===== config.mk =====
export PLATFORM = sky130hd
export DESIGN_NAME = bm_dag_pipe_param
export DESIGN_NICKNAME = d
export VERILOG_FILES = /design/src/rtl/bm_dag_pipe_param.sv
export SDC_FILE = /design/constraint.sdc
export NUM_CORES = 1
export LEC_CHECK = 0
export CAP_MARGIN = 20
export CORE_MARGIN = 2
export CORE_UTILIZATION = 50
export DETAILED_ROUTE_END_ITERATION = 16
export GPL_TIMING_DRIVEN = 0
export PLACE_DENSITY = 0.73
export REMOVE_ABC_BUFFERS = 1
export SLEW_MARGIN = 20
export SYNTH_ARGS = -nofsm -noshare
export SYNTH_HDL_FRONTEND = slang
export SYNTH_SLANG_ARGS = --single-unit

===== constraint.sdc =====
create_clock -name clock -period 1.9 [get_ports clock]
set_input_delay 0.285 -clock clock [delete_from_list [all_inputs] [get_ports clock]]
set_output_delay 0.285 -clock clock [all_outputs]
set_load 0.01 [all_outputs]

===== src/rtl/bm_dag_pipe_param.sv =====
`default_nettype none
// ============================================================================
// Module   : bm_dag_pipe_param
// Brief    : two-operand register DAG of DEPTH stages feeding a mode-selected
//            combine stage, with valid tracking, global stall and a
//            saturating result counter
// Revision : 1.0
// ============================================================================
module bm_dag_pipe_param #(
    parameter int WIDTH = 4,
    parameter int DEPTH = 3,
    parameter int CNT_W = 8
) (
    input  logic             clock,
    input  logic             reset_n,
    input  logic             in_valid,
    input  logic [WIDTH-1:0] first,
    input  logic [WIDTH-1:0] second,
    input  logic [1:0]       mode,
    input  logic             stall,
    input  logic             clr,
    output logic             out_valid,
    output logic [WIDTH-1:0] out0,
    output logic             out1,
    output logic [CNT_W-1:0] out_count
);

    localparam logic [1:0] MODE_AND = 2'b00;
    localparam logic [1:0] MODE_OR  = 2'b01;
    localparam logic [1:0] MODE_XOR = 2'b10;

    logic [WIDTH-1:0] x_q [1:DEPTH];
    logic [WIDTH-1:0] x_d [1:DEPTH];
    logic [WIDTH-1:0] y_q [1:DEPTH];
    logic [WIDTH-1:0] y_d [1:DEPTH];
    logic [1:0]       m_q [1:DEPTH];
    logic [1:0]       m_d [1:DEPTH];
    logic             v_q [1:DEPTH];
    logic             v_d [1:DEPTH];

    logic [WIDTH-1:0] out0_q, out0_d;
    logic             out1_q, out1_d;
    logic             out_valid_q, out_valid_d;
    logic [CNT_W-1:0] out_count_q, out_count_d;
    logic [WIDTH:0]   sum_w;

    assign sum_w = {1'b0, x_q[DEPTH]} + {1'b0, y_q[DEPTH]};

    // Data stages load on every non-stalled cycle regardless of valid.
    always_comb begin
        for (int k = 1; k <= DEPTH; k++) begin
            x_d[k] = x_q[k];
            y_d[k] = y_q[k];
            m_d[k] = m_q[k];
            v_d[k] = v_q[k];
        end
        if (!stall) begin
            x_d[1] = first ^ second;
            y_d[1] = first & second;
            m_d[1] = mode;
            v_d[1] = in_valid;
            for (int k = 2; k <= DEPTH; k++) begin
                x_d[k] = x_q[k-1] | y_q[k-1];
                y_d[k] = y_q[k-1];
                m_d[k] = m_q[k-1];
                v_d[k] = v_q[k-1];
            end
        end
    end

    always_comb begin
        out_valid_d = out_valid_q;
        out0_d      = out0_q;
        out1_d      = out1_q;
        out_count_d = out_count_q;
        if (!stall) begin
            out_valid_d = v_q[DEPTH];
            if (v_q[DEPTH]) begin
                case (m_q[DEPTH])
                    MODE_AND: begin
                        out0_d = x_q[DEPTH] & y_q[DEPTH];
                        out1_d = 1'b0;
                    end
                    MODE_OR: begin
                        out0_d = x_q[DEPTH] | y_q[DEPTH];
                        out1_d = 1'b0;
                    end
                    MODE_XOR: begin
                        out0_d = x_q[DEPTH] ^ y_q[DEPTH];
                        out1_d = 1'b0;
                    end
                    default: begin
                        out0_d = sum_w[WIDTH-1:0];
                        out1_d = sum_w[WIDTH];
                    end
                endcase
            end
            // Clear wins over a result completing in the same cycle.
            if (clr) begin
                out_count_d = '0;
            end else if (v_q[DEPTH] && (out_count_q != {CNT_W{1'b1}})) begin
                out_count_d = out_count_q + CNT_W'(1);
            end
        end
    end

    always_ff @(posedge clock or negedge reset_n) begin
        if (!reset_n) begin
            for (int k = 1; k <= DEPTH; k++) begin
                x_q[k] <= '0;
                y_q[k] <= '0;
                m_q[k] <= '0;
                v_q[k] <= 1'b0;
            end
            out0_q      <= '0;
            out1_q      <= 1'b0;
            out_valid_q <= 1'b0;
            out_count_q <= '0;
        end else begin
            x_q         <= x_d;
            y_q         <= y_d;
            m_q         <= m_d;
            v_q         <= v_d;
            out0_q      <= out0_d;
            out1_q      <= out1_d;
            out_valid_q <= out_valid_d;
            out_count_q <= out_count_d;
        end
    end

    assign out_valid = out_valid_q;
    assign out0      = out0_q;
    assign out1      = out1_q;
    assign out_count = out_count_q;

endmodule
`default_nettype wire


== Word level (Yosys, flattened, before mapping) ==
Index checks and enable logic that the tools add are counted.

* $add $sub $neg: 2
* Multipliers: 0
* Div/mod/pow operators: 0
* Order comparisons: 0
* Eq/ne operators: 3
* Shift-type cells: 0
* Muxes and demuxes: 4
* Bitwise logic cells: 8
* Reductions and logical operators: 6

{| class="wikitable"
|+ Operators with widths
! kind !! count
|-
| $mux 8 || 2
|-
| $or 4x4->4 || 3
|-
| $pmux 4 s3 || 1
|-
| $add 8x1->8 const B || 1
|-
| $and 4x4->4 || 2
|-
| $ne 8x8->1 const B || 1
|-
| $xor 4x4->4 || 2
|-
| $add 4x4->5 || 1
|-
| $reduce_and 2->1 || 2
|-
| $reduce_or 3->1 || 1
|-
| $eq 2x1->1 const B || 1
|-
| $eq 2x2->1 const B || 1
|-
| $logic_not 2->1 || 1
|-
| $reduce_bool 2->1 || 1
|-
| $logic_and 1x1->1 || 1
|-
| $mux 1 || 1
|-
| $not 1->1 || 1
|}

* Bits in registers: 47
* Latch bits: 0
* Bits in writable memories: 0
* Memory bits (read-only): 0
* Output and inout port bits: 14
* Word-level logic and storage cells: 39
* Memories: 0

== Depth between registers and ports, before layout ==
Gate-level depths: netlist of run 1.

* Depth after elaboration: 4
* Depth in mapped cells: 6

== Least setup slack after synthesis of run 1 ==
OpenSTA, ideal clock, no wires.

* Path kind: register to register
* From: reg out_count_q[0], in the netlist out_count[0]
* To: reg out_count_q[7], in the netlist out_count[7]
* Library setup time: 104 ps
* Arrival: 1,619 ps
* Required time: 1,796 ps
* Path slack: 178 ps
* Stages on the path, launching flop included: 6
* Buffers on the path: 0
* Cells stage by stage: dfrtp_1 -> ha_1 -> and4_1 -> and2_1 -> or3_1 -> o311ai_1

* Cells in the longest elaborated chain, start to end: 4

{| class="wikitable"
|+ Ends and longest elaborated chain
! what !! line !! text
|-
| from (decl) || 44 || <nowiki>logic [CNT_W-1:0] out_count_q, out_count_d;</nowiki>
|-
| from (signal assigned) || 127 || <nowiki>out_count_q <= out_count_d;</nowiki>
|-
| branches (longest 4 deep; another with $add 8x1->8) || -- ||
|}

Several ways; the timed one is not identified. The select of a mux whose other input is x is not followed.
A chain may end at the register's enable or synchronous reset.

== Worst setup path in the final report of run 1 ==
Ends and elaborated chain as after synthesis.

==> results of run 1 <==
-- layout by cell type (no fill, tap or decap), types with 2 or more instances in the layout --
master / synthesis / layout
nand2_1: 26 / 26
nand3_1: 4 / 4
o21ai_0: 16 / 16
buf_12: 0 / 2
a211oi_1: 2 / 2
clkdlybuf4s50_1: 0 / 26
and3_1: 2 / 2
a21oi_1: 13 / 13
inv_1: 10 / 10
o31ai_1: 2 / 2
ha_1: 13 / 13
nor3_1: 6 / 6
nand2b_1: 2 / 2
mux2i_1: 3 / 3
or3_1: 3 / 3
clkbuf_8: 0 / 6
mux2_2: 26 / 26
buf_2: 0 / 2
nor2_1: 9 / 9
dfrtp_1: 47 / 46
-- kinds of logic after synthesis --
logic type | share of synthesized area
simple gates | 0.125
flops | 0.517
compound gates | 0.0952
mux | 0.142
buf+inv | 0.0396
fa+ha+maj | 0.0804
-- flip-flops by register name, indices dropped and copies added (netlist names) --
register   count
y_q           12
m_q            6
out0           4
x_q           12
out_valid      1
out1           1
v_q            3
out_count      8
-- area by class of cell --
cell class / count / area (sq um) / area share
clock buffers: 6 / 82.6 / 0.0306
clock inverters: 1 / 5.00 / 0.00186
inverters: 10 / 37.5 / 0.0139
multi-input cells: 140 / 1010 / 0.374
flip-flops and latches: 47 / 1180 / 0.437
well taps: 52 / 65.1 / 0.0241
repair buffers: 31 / 320 / 0.119
-- worst max-delay path, cell delays in order, from the launching register on --
cell,delay [ns]
dfrtp_2,0.44
ha_1,0.23
and4_1,0.24
and2_1,0.16
or3_1,0.34
o311ai_1,0.27
-- how the worst max path moves through the flow --
stage	start	to	slack, ns	cells past startpoint
final	out_count[0]	out_count[7]	0.11	5
after global routing	out_count[0]	out_count[7]	0.003	5
after CTS	out_count[0]	out_count[7]	0.1	5
after detailed placement	clr	out_count[3]	-0.09	5
after global placement	stall	out_count[5]	-1.23	5
after floorplan	out_count[0]	out_count[7]	0.18	5
-- stage by stage --
stage | total power [mW] | utilization | hold slack, ns | instances | cell area (sq um)
2_1_floorplan | 1.65 | - | -0.0106 | 197 | 2220
3_3_place_gp | 1.92 | 0.589 | 0.462 | 277 | 2570
3_5_place_dp | 1.96 | 0.596 | 0.239 | 279 | 2600
4_1_cts | 2.57 | 0.619 | 0.284 | 287 | 2690
5_1_grt | 2.70 | 0.619 | 0.294 | 287 | 2700
6_report | 2.52 | 0.619 | 0.286 | 287 | 2700
-- synthesized netlist by cell type (2+ instances only) --
| master | n |
|---|---|
| a211oi_1 | 2 |
| a21oi_1 | 13 |
| and3_1 | 2 |
| buf_6 | 2 |
| clkbuf_1 | 8 |
| dfrtp_1 | 47 |
| ha_1 | 13 |
| inv_1 | 10 |
| mux2_2 | 26 |
| mux2i_1 | 3 |
| nand2_1 | 26 |
| nand2b_1 | 2 |
| nand3_1 | 4 |
| nor2_1 | 9 |
| nor3_1 | 6 |
| o21ai_0 | 16 |
| o31ai_1 | 2 |
| or3_1 | 3 |
-- where the power goes --
part / switching (mW) / total (mW) / internal (mW)
clock: 0.305 / 0.590 / 0.285
sequential: 0.147 / 1.31 / 1.17
combinational: 0.267 / 0.611 / 0.344
-- timing repair --
item	CTS	global route
gates resized for setup	0	1
endpoints found under the hold margin	16	0
hold buffers	1	0
setup endpoints to repair	0	1
-- metal layers --
layer	up-vias	GRT usage
met5	-	0
li1	777	-
met2	23	0.253
met3	7	0.0436
met1	734	0.207
met4	0	0.0629
==> results.tsv, run 1 <==
stage	metric	value	unit
routing	via_count	1541	
routing	routed_wl	3.53	mm
finish	diodes	0	
cts	numCtsBuffers	5	
setup_path	rr_endpoint	out_count[7]	
sta	rsz0062_at_grt	false	
sta	finalMaxSlewViolations	0	
setup_path	cp_data_required_time	2.10	ns
setup_path	r2r_start	out_count[0]	
synth	mappedNetlistArea	2270	sq um
sta	layout_min_cycle_time	1.79	ns
setup_path	critical_path.max_fanout	6	
min_path	min_path_type	input port to register	
setup_path	start_kind	register	
floorplan	io_pins	29	
grt	grt-ovfl-total	0	
cts	cts_buffer_depth	2	
power	leakage	1.21	nW
finish	finalNetCount	264	
floorplan	core_area	4350	sq um
synth	synth_top_area_frac	0.517	
cts	cts_tree	built	
cts	post_cts_buffers	0	
cts	clk_latency	0.29	ns
sta	worst_slew_pin_slew	0.413	ns
power	vdd_ir_drop_max	0.548	mV
routing	via_per_inst	5.37	
floorplan	die_w	71.4	microns
synth	async_reset_ff_frac	1.00	
floorplan	die_height	71.4	microns
sta	max_freq	559	MHz
sta	worst_slack	0.112	ns
sta	finalHoldViolations	0	
routing	wire_per_inst	12.3	microns
finish	drive_gt1_frac	0.166	
min_path	hold_start	stall	
min_path	min_path_cells	2	
sta	setup_violations	0	
placement	numPortBuffers	28	
routing	drc	0	
grt	grt_pass1_wl	6.42	mm
synth	synthFlopType	dfrtp_1	
setup_path	setup.worst_path.end_class	register	
placement	gp_congestion	0.755	
min_path	min_to	x_q[2]	
sta	period_share	0.941	
floorplan	row_count	24	
finish	area_delta_synth_final	18.5	%
power	p_per_area	933	nW/um^2
routing	final_antenna_net_count	0	
synth	synth_cell_types	31	
routing	drt_iter0_markers	122	
synth	ys_seq_elements	47	
sta	finClkSkew	0.00650	ns
cts	cts.sinks	47	
grt	grt_use_total	0.159	
placement	hpwl	2.57	mm
synth	avgSynthCellArea	11.0	sq um
grt	antenna_found_initial	0	
routing	dr.pass1.iters	4	
setup_path	reg2reg_depth	5	
finish	fill_cells	364	
grt	grt_pass1_vias	1463	
setup_path	reg2reg_slack	0.11	ns
setup_path	cp.arrival	1.99	ns
routing	wl_met3	137	microns
placement	pre_cts_ws	-0.0886	ns
routing	routed.top_layer	met4	
cts	cts.htree.levels	2	
floorplan	die_area	5100	sq um
cts	clockRootBuffer	clkbuf_8	
routing	drt-met1-wl	1.73	mm
synth	yosysTopAreaCell	dfrtp_1	
synth	ys_seq_area_frac	0.517	
flow_run	maxCapViolCount	0	
routing	dr_wl_met2	1.60	mm
grt	grt_max_degree	40	
cts	clkSlewWorstSetupHoldPaths	0.08	ns
synth	yosys_warnings	0	
sta	final.setup.tns	0	ns
sta	relSlewSlack	0.725	
synth	syn_inst	207	
floorplan	start_util	0.522	
synth	synth_edf_count	0	
run_status	status	complete, no violations	
setup_path	path_class	register to register	
synth	synth_area_leaders	dfrtp_1 (52%), mux2_2 (13%), ha_1 (7.2%)	
No activity file was read; power rests on OpenSTA's default activity.
==> run 2: changes to the inputs <==
--- a/config.mk
+++ b/config.mk
@@ -6,11 +6,13 @@
 export NUM_CORES = 1
 export LEC_CHECK = 0
 export CAP_MARGIN = 20
+export CELL_PAD_IN_SITES_DETAIL_PLACEMENT = 2
+export CELL_PAD_IN_SITES_GLOBAL_PLACEMENT = 2
 export CORE_MARGIN = 2
-export CORE_UTILIZATION = 50
+export CORE_UTILIZATION = 36
 export DETAILED_ROUTE_END_ITERATION = 16
 export GPL_TIMING_DRIVEN = 0
-export PLACE_DENSITY = 0.73
+export PLACE_DENSITY_LB_ADDON = 0.1
 export REMOVE_ABC_BUFFERS = 1
 export SLEW_MARGIN = 20
 export SYNTH_ARGS = -nofsm -noshare
==> run 2 against run 1 <==
Compared with the run above:
- cell area increased by 3.2%
- maximum frequency decreased by 3.0%
- worst setup slack got worse by 0.055 ns
- global-route usage decreased by 0.48 points
- non-clock buffer count unchanged
- die area increased by 37%
- largest cell class unchanged
- critical path type unchanged
- critical endpoint unchanged
==> results.tsv, run 2 (same netlist as run 1, synthesis figures left out) <==
stage	metric	value	unit	change
routing	drc	0		unchanged
power	combPwrFrac	0.235		-0.008
cts	numCtsBuffers	5		unchanged
finish	fin_cells	311		+8.4%
power	seqPwrFrac	0.484		-0.039
cts	cts.htree.levels	2		unchanged
finish	diodes	0		unchanged
sta	max_freq	542	MHz	-3.0%
flow_run	maxCapViolCount	0		unchanged
floorplan	core_area	6030	sq um	+38%
grt	antenna_found_initial	0		unchanged
finish	multi_input_area	1020	sq um	+1.2%
placement	numPortBuffers	28		unchanged
setup_path	start_kind	register		
grt	grt_pass1_vias	1771		+21%
cts	clockRootBuffer	clkbuf_8		
setup_path	worstPathCellList	ha_1, and4_1, and2_1, or3_4, o311ai_2		
floorplan	die_area	6970	sq um	+37%
routing	routed_wl	4.99	mm	+41%
finish	finalNetCount	264		unchanged
sta	hold_ws	0.385	ns	+0.0985 ns
finish	layout_common_cells	dfrtp_1 (46), nand2_1 (26), mux2_2 (26), clkdlybuf4s50_1 (26), o21ai_0 (14)		
routing	wire_per_inst	16.1	microns	+31%
cts	post_cts_buffers	0		unchanged
placement	placed_area	2640	sq um	+1.7%
cts	clkSlewWorstSetupHoldPaths	0.09	ns	about the same
setup_path	path_delay_family	simple AND/OR/NAND/NOR gates		
power	pwr-share-clk	0.281		+0.046
power	power_switching	0.801	mW	+11%
placement	dpl.cell_count	302		+8.2%
cts	clk_latency	0.31	ns	+0.02 ns
sta	finalHoldViolations	0		unchanged
sta	period_share	0.970		+0.0291
power	internal-power	1.94	mW	+8.2%
setup_path	cp_slowest_cell	dfrtp_2		
grt	grt_max_degree	32		-20%
finish	seqCellArea	1180	sq um	unchanged
cts	cts_buffer_depth	2		unchanged
power	p_per_area	987	nW/um^2	+5.7%
min_path	min_path_type	input port to register		
power	switching_share	0.292		+0.00609
finish	layout_commonest_cell	dfrtp_1		
power	leakage	1.24	nW	+2.0%
setup_path	path_class	register to register		
cts	cts_tree	built		
power	vdd_ir_drop_max	0.363	mV	-34%
grt	grt-ovfl-total	0		unchanged
floorplan	die_w	83.5	microns	+17%
setup_path	critical_path.max_fanout	6		unchanged
routing	drt_iter0_markers	41		-66%
floorplan	start_util	0.377		-0.145
finish	drive_gt1_frac	0.178		+0.0120
routing	final_antenna_net_count	0		unchanged
placement	gp_congestion	0.691		-8.5%
setup_path	path_buf_inv	0		unchanged
sta	final.setup.tns	0	ns	unchanged
sta	layout_min_cycle_time	1.84	ns	+0.0552 ns
setup_path	cp_data_required_time	2.11	ns	about the same
run_status	status	complete, no violations		
setup_path	slowest_delay	0.45	ns	about the same
finish	fill_cells	650		+79%
routing	via_per_inst	5.20		-3.2%
setup_path	cp.arrival	2.05	ns	+0.06 ns
floorplan	die_height	83.5	microns	+17%
setup_path	reg2reg_slack	0.06	ns	-0.06 ns
sta	setup_violations	0		unchanged
sta	worst_slew_pin_slew	0.595	ns	+0.182 ns
floorplan	io_pins	29		unchanged
routing	dr.pass1.iters	4		unchanged
grt	grt_use_total	0.154		-0.00484
finish	fin_area	2780	sq um	+3.2%
finish	area_delta_synth_final	22.3	%	
setup_path	setup.worst_path.end_class	register		
grt	grt_pass1_wl	8.49	mm	+32%
sta	finalMaxSlewViolations	0		unchanged
sta	finClkSkew	0.00672	ns	+0.000219 ns
routing	via_count	1617		+4.9%
placement	hpwl	3.68	mm	+43%
cts	cts.sinks	47		unchanged
finish	final_util	0.462		-0.157
floorplan	row_count	28		+17%
sta	relSlewSlack	0.603		-0.121
run 2: tightest hold or removal path, cell delays in order:
cell and delay, ns:
buf_2 0.22, nand2_1 0.11, nand2_1 0.05
run 2: metrics by stage:
stage	setup WS [ns]	power, mW
5_1_grt	-0.00322	2.93
6_report	0.0567	2.74
4_1_cts	0.00237	2.80
3_3_place_gp	-1.20	1.93
3_5_place_dp	-0.127	2.01
2_1_floorplan	0.178	1.65
run 2: layout make-up:
type	instances	share of cell area
flip-flops and latches	47	0.423
multi-input cells	140	0.367
repair buffers	31	0.121
well taps	75	0.0337
clock buffers	6	0.0297
inverters	10	0.0135
clock inverters	2	0.0126
run 2: power groups by stage:
| stage | sequential [mW] | combinational [mW] | clock [mW] |
|---|---|---|---|
| 2_1_floorplan | 1.34 | 0.315 | 0 |
| 3_3_place_gp | 1.33 | 0.600 | 0 |
| 3_5_place_dp | 1.35 | 0.654 | 0 |
| 4_1_cts | 1.34 | 0.661 | 0.799 |
| 5_1_grt | 1.36 | 0.739 | 0.830 |
| 6_report | 1.33 | 0.646 | 0.770 |
run 2: timing repair:
item,CTS,global route
hold endpoints to repair,22,0
gates resized for setup,0,5
hold buffers,1,0
endpoints found under the setup margin,0,3
run 2: worst paths after layout:
kind | cells past startpoint | to | start
max | 5 | out_count[7] | out_count[0]
min | 3 | out_valid | stall
max reg2reg | 5 | out_count[7] | out_count[0]
min reg2reg | 2 | out0[2] | out0[2]
max in group asynchronous | 3 | out0[2] | reset_n
min in group asynchronous | 2 | x_q[8] | reset_n
run 2: layer usage:
| layer | GRT usage | up-vias | routed length, microns |
|---|---|---|---|
| li1 | - | 776 | - |
| met2 | 0.280 | 24 | 2630 |
| met5 | 0 | - | 0 |
| met4 | 0.0528 | 0 | 74 |
| met1 | 0.180 | 811 | 2140 |
| met3 | 0.0307 | 6 | 151 |
==> run 3: changes to the inputs <==
--- a/config.mk
+++ b/config.mk
@@ -9,7 +9,8 @@
 export CELL_PAD_IN_SITES_DETAIL_PLACEMENT = 2
 export CELL_PAD_IN_SITES_GLOBAL_PLACEMENT = 2
 export CORE_MARGIN = 2
-export CORE_UTILIZATION = 36
+export CORE_UTILIZATION = 30
+export CTS_CLUSTER_SIZE = 8
 export DETAILED_ROUTE_END_ITERATION = 16
 export GPL_TIMING_DRIVEN = 0
 export PLACE_DENSITY_LB_ADDON = 0.1
==> run 3 against run 2 <==
Compared with the run above:
- global-route usage down 2.3 points
- via count down 0.87%
- sequential power about the same
- critical path depth unchanged
- critical endpoint unchanged
- highest routed layer unchanged
==> results.tsv, run 3 (same netlist as run 1, synthesis figures left out) <==
stage	metric	value	unit	change
floorplan	io_pins	29		unchanged
finish	multi_input_area	1020	sq um	+0.49%
cts	cts.htree.levels	2		unchanged
setup_path	path_buf_inv	0		unchanged
sta	rsz0062_at_grt	false		
sta	layout_min_cycle_time	1.82	ns	-0.0220 ns
routing	via_count	1603		-0.87%
finish	drive_gt1_frac	0.186		+0.00769
min_path	min_path_type	input port to register		
routing	final_antenna_net_count	0		unchanged
setup_path	crit_start	out_count[1]		
placement	gp_congestion	0.734		+6.3%
power	vdd_ir_drop_max	0.349	mV	-4.0%
floorplan	die_area	8290	sq um	+19%
routing	via_per_inst	4.77		-8.2%
routing	wire_per_inst	15.2	microns	-5.2%
floorplan	die_height	91.1	microns	+9.1%
placement	pre_cts_ws	-0.128	ns	-0.00121 ns
grt	grt-ovfl-total	0		unchanged
min_path	hold_start	stall		
sta	finalHoldViolations	0		unchanged
placement	hpwl	3.77	mm	+2.4%
setup_path	slowest_delay	0.45	ns	about the same
sta	finalMaxSlewViolations	0		unchanged
finish	seqCellArea	1180	sq um	+0.11%
setup_path	path_delay_family	simple AND/OR/NAND/NOR gates		
sta	finClkSkew	0.00396	ns	-0.00276 ns
finish	area_delta_synth_final	22.2	%	
power	fin_total_pwr	2.59	mW	-5.8%
routing	drc	0		unchanged
cts	cts_buffer_depth	2		unchanged
sta	hold_ws	0.339	ns	-0.0455 ns
setup_path	r2r_start	out_count[1]		
setup_path	worstPathCellList	ha_1, and4_1, and2_1, or3_4, o311ai_2		
cts	clk_latency	0.30	ns	about the same
cts	cts.sinks	47		unchanged
routing	dr.pass1.iters	3		-1
cts	clockRootBuffer	clkbuf_8		
setup_path	cp.arrival	2.03	ns	-0.02 ns
floorplan	start_util	0.312		-0.0655
finish	diodes	0		unchanged
grt	grt_use_total	0.131		-0.0226
grt	grt_pass1_wl	8.78	mm	+3.3%
power	p_per_area	931	nW/um^2	-5.7%
sta	period_share	0.959		-0.0116
sta	relSlewSlack	0.649		+0.0452
floorplan	die_w	91.1	microns	+9.1%
finish	layout_commonest_cell	dfrtp_1		
finish	layout_common_cells	dfrtp_1 (45), nand2_1 (26), mux2_2 (26), clkdlybuf4s50_1 (26), o21ai_0 (16)		
cts	numCtsBuffers	5		unchanged
routing	routed_wl	5.11	mm	+2.4%
flow_run	maxCapViolCount	0		unchanged
power	leakage	1.22	nW	-1.7%
sta	worst_slew_pin_slew	0.527	ns	-0.0678 ns
placement	placed_area	2660	sq um	+0.57%
grt	antenna_found_initial	0		unchanged
setup_path	setup.worst_path.end_class	register		
floorplan	core_area	7290	sq um	+21%
setup_path	critical_path.max_fanout	5		-1
setup_path	path_class	register to register		
finish	fin_area	2780	sq um	-0.14%
cts	clkSlewWorstSetupHoldPaths	0.09	ns	about the same
sta	max_freq	549	MHz	+1.2%
setup_path	start_kind	register		
run_status	status	complete, no violations		
cts	cts_tree	built		
setup_path	cp_slowest_cell	dfrtp_2		
setup_path	cp_data_required_time	2.10	ns	about the same
finish	fill_cells	802		+23%
sta	setup_violations	0		unchanged
finish	finalNetCount	265		+0.38%
grt	grt_pass1_vias	1744		-1.5%
placement	numPortBuffers	28		unchanged
sta	worst_slack	0.0786	ns	+0.0220 ns
floorplan	row_count	31		+11%
routing	drt_iter0_markers	22		-46%
grt	grt_max_degree	38		+19%
run 3: worst paths after layout:
path | endpoint | slack (ns) | cells after the start
min reg2reg | x_q[7] | 0.49 | 2
max reg2reg | out_count[7] | 0.08 | 5
min in group asynchronous | out_count[1] | 0.50 | 2
max | out_count[7] | 0.08 | 5
max in group asynchronous | m_q[5] | 0.87 | 3
min | x_q[2] | 0.34 | 2
run 3: cell type report:
type                    instances  share of cell area
flip-flops and latches         47               0.424
clock inverters                 2             0.00450
clock buffers                   6              0.0261
well taps                      99              0.0446
inverters                      10              0.0135
multi-input cells             140               0.369
repair buffers                 32               0.118
run 3: layer usage:
metal / GRT usage / vias to the layer above / part of all wire
met5: 0 / - / 0
met4: 0.0303 / 0 / 0.0080
met3: 0.0324 / 4 / 0.027
met2: 0.231 / 21 / 0.51
met1: 0.162 / 805 / 0.45
li1: - / 773 / -
run 3: repair_timing:
action	in CTS	in global routing
setup endpoints to repair	0	2
gates resized for setup	0	5
setup buffers	0	1
hold buffers	1	0
hold endpoints to repair	20	0
run 3: report_power, final:
part / switching, mW / leakage, nW / internal [mW]
Combinational: 0.303 / 0.598 / 0.353
Clock: 0.349 / 0.0412 / 0.258
Sequential: 0.155 / 0.579 / 1.17
run 3: metrics by stage:
stage          std cells   util  setup TNS (ns)
2_1_floorplan        197      -               0
3_3_place_gp         324  0.360          -66.07
3_5_place_dp         326  0.364          -0.394
4_1_cts              335  0.377               0
5_1_grt              336  0.381               0
6_report             336  0.381               0
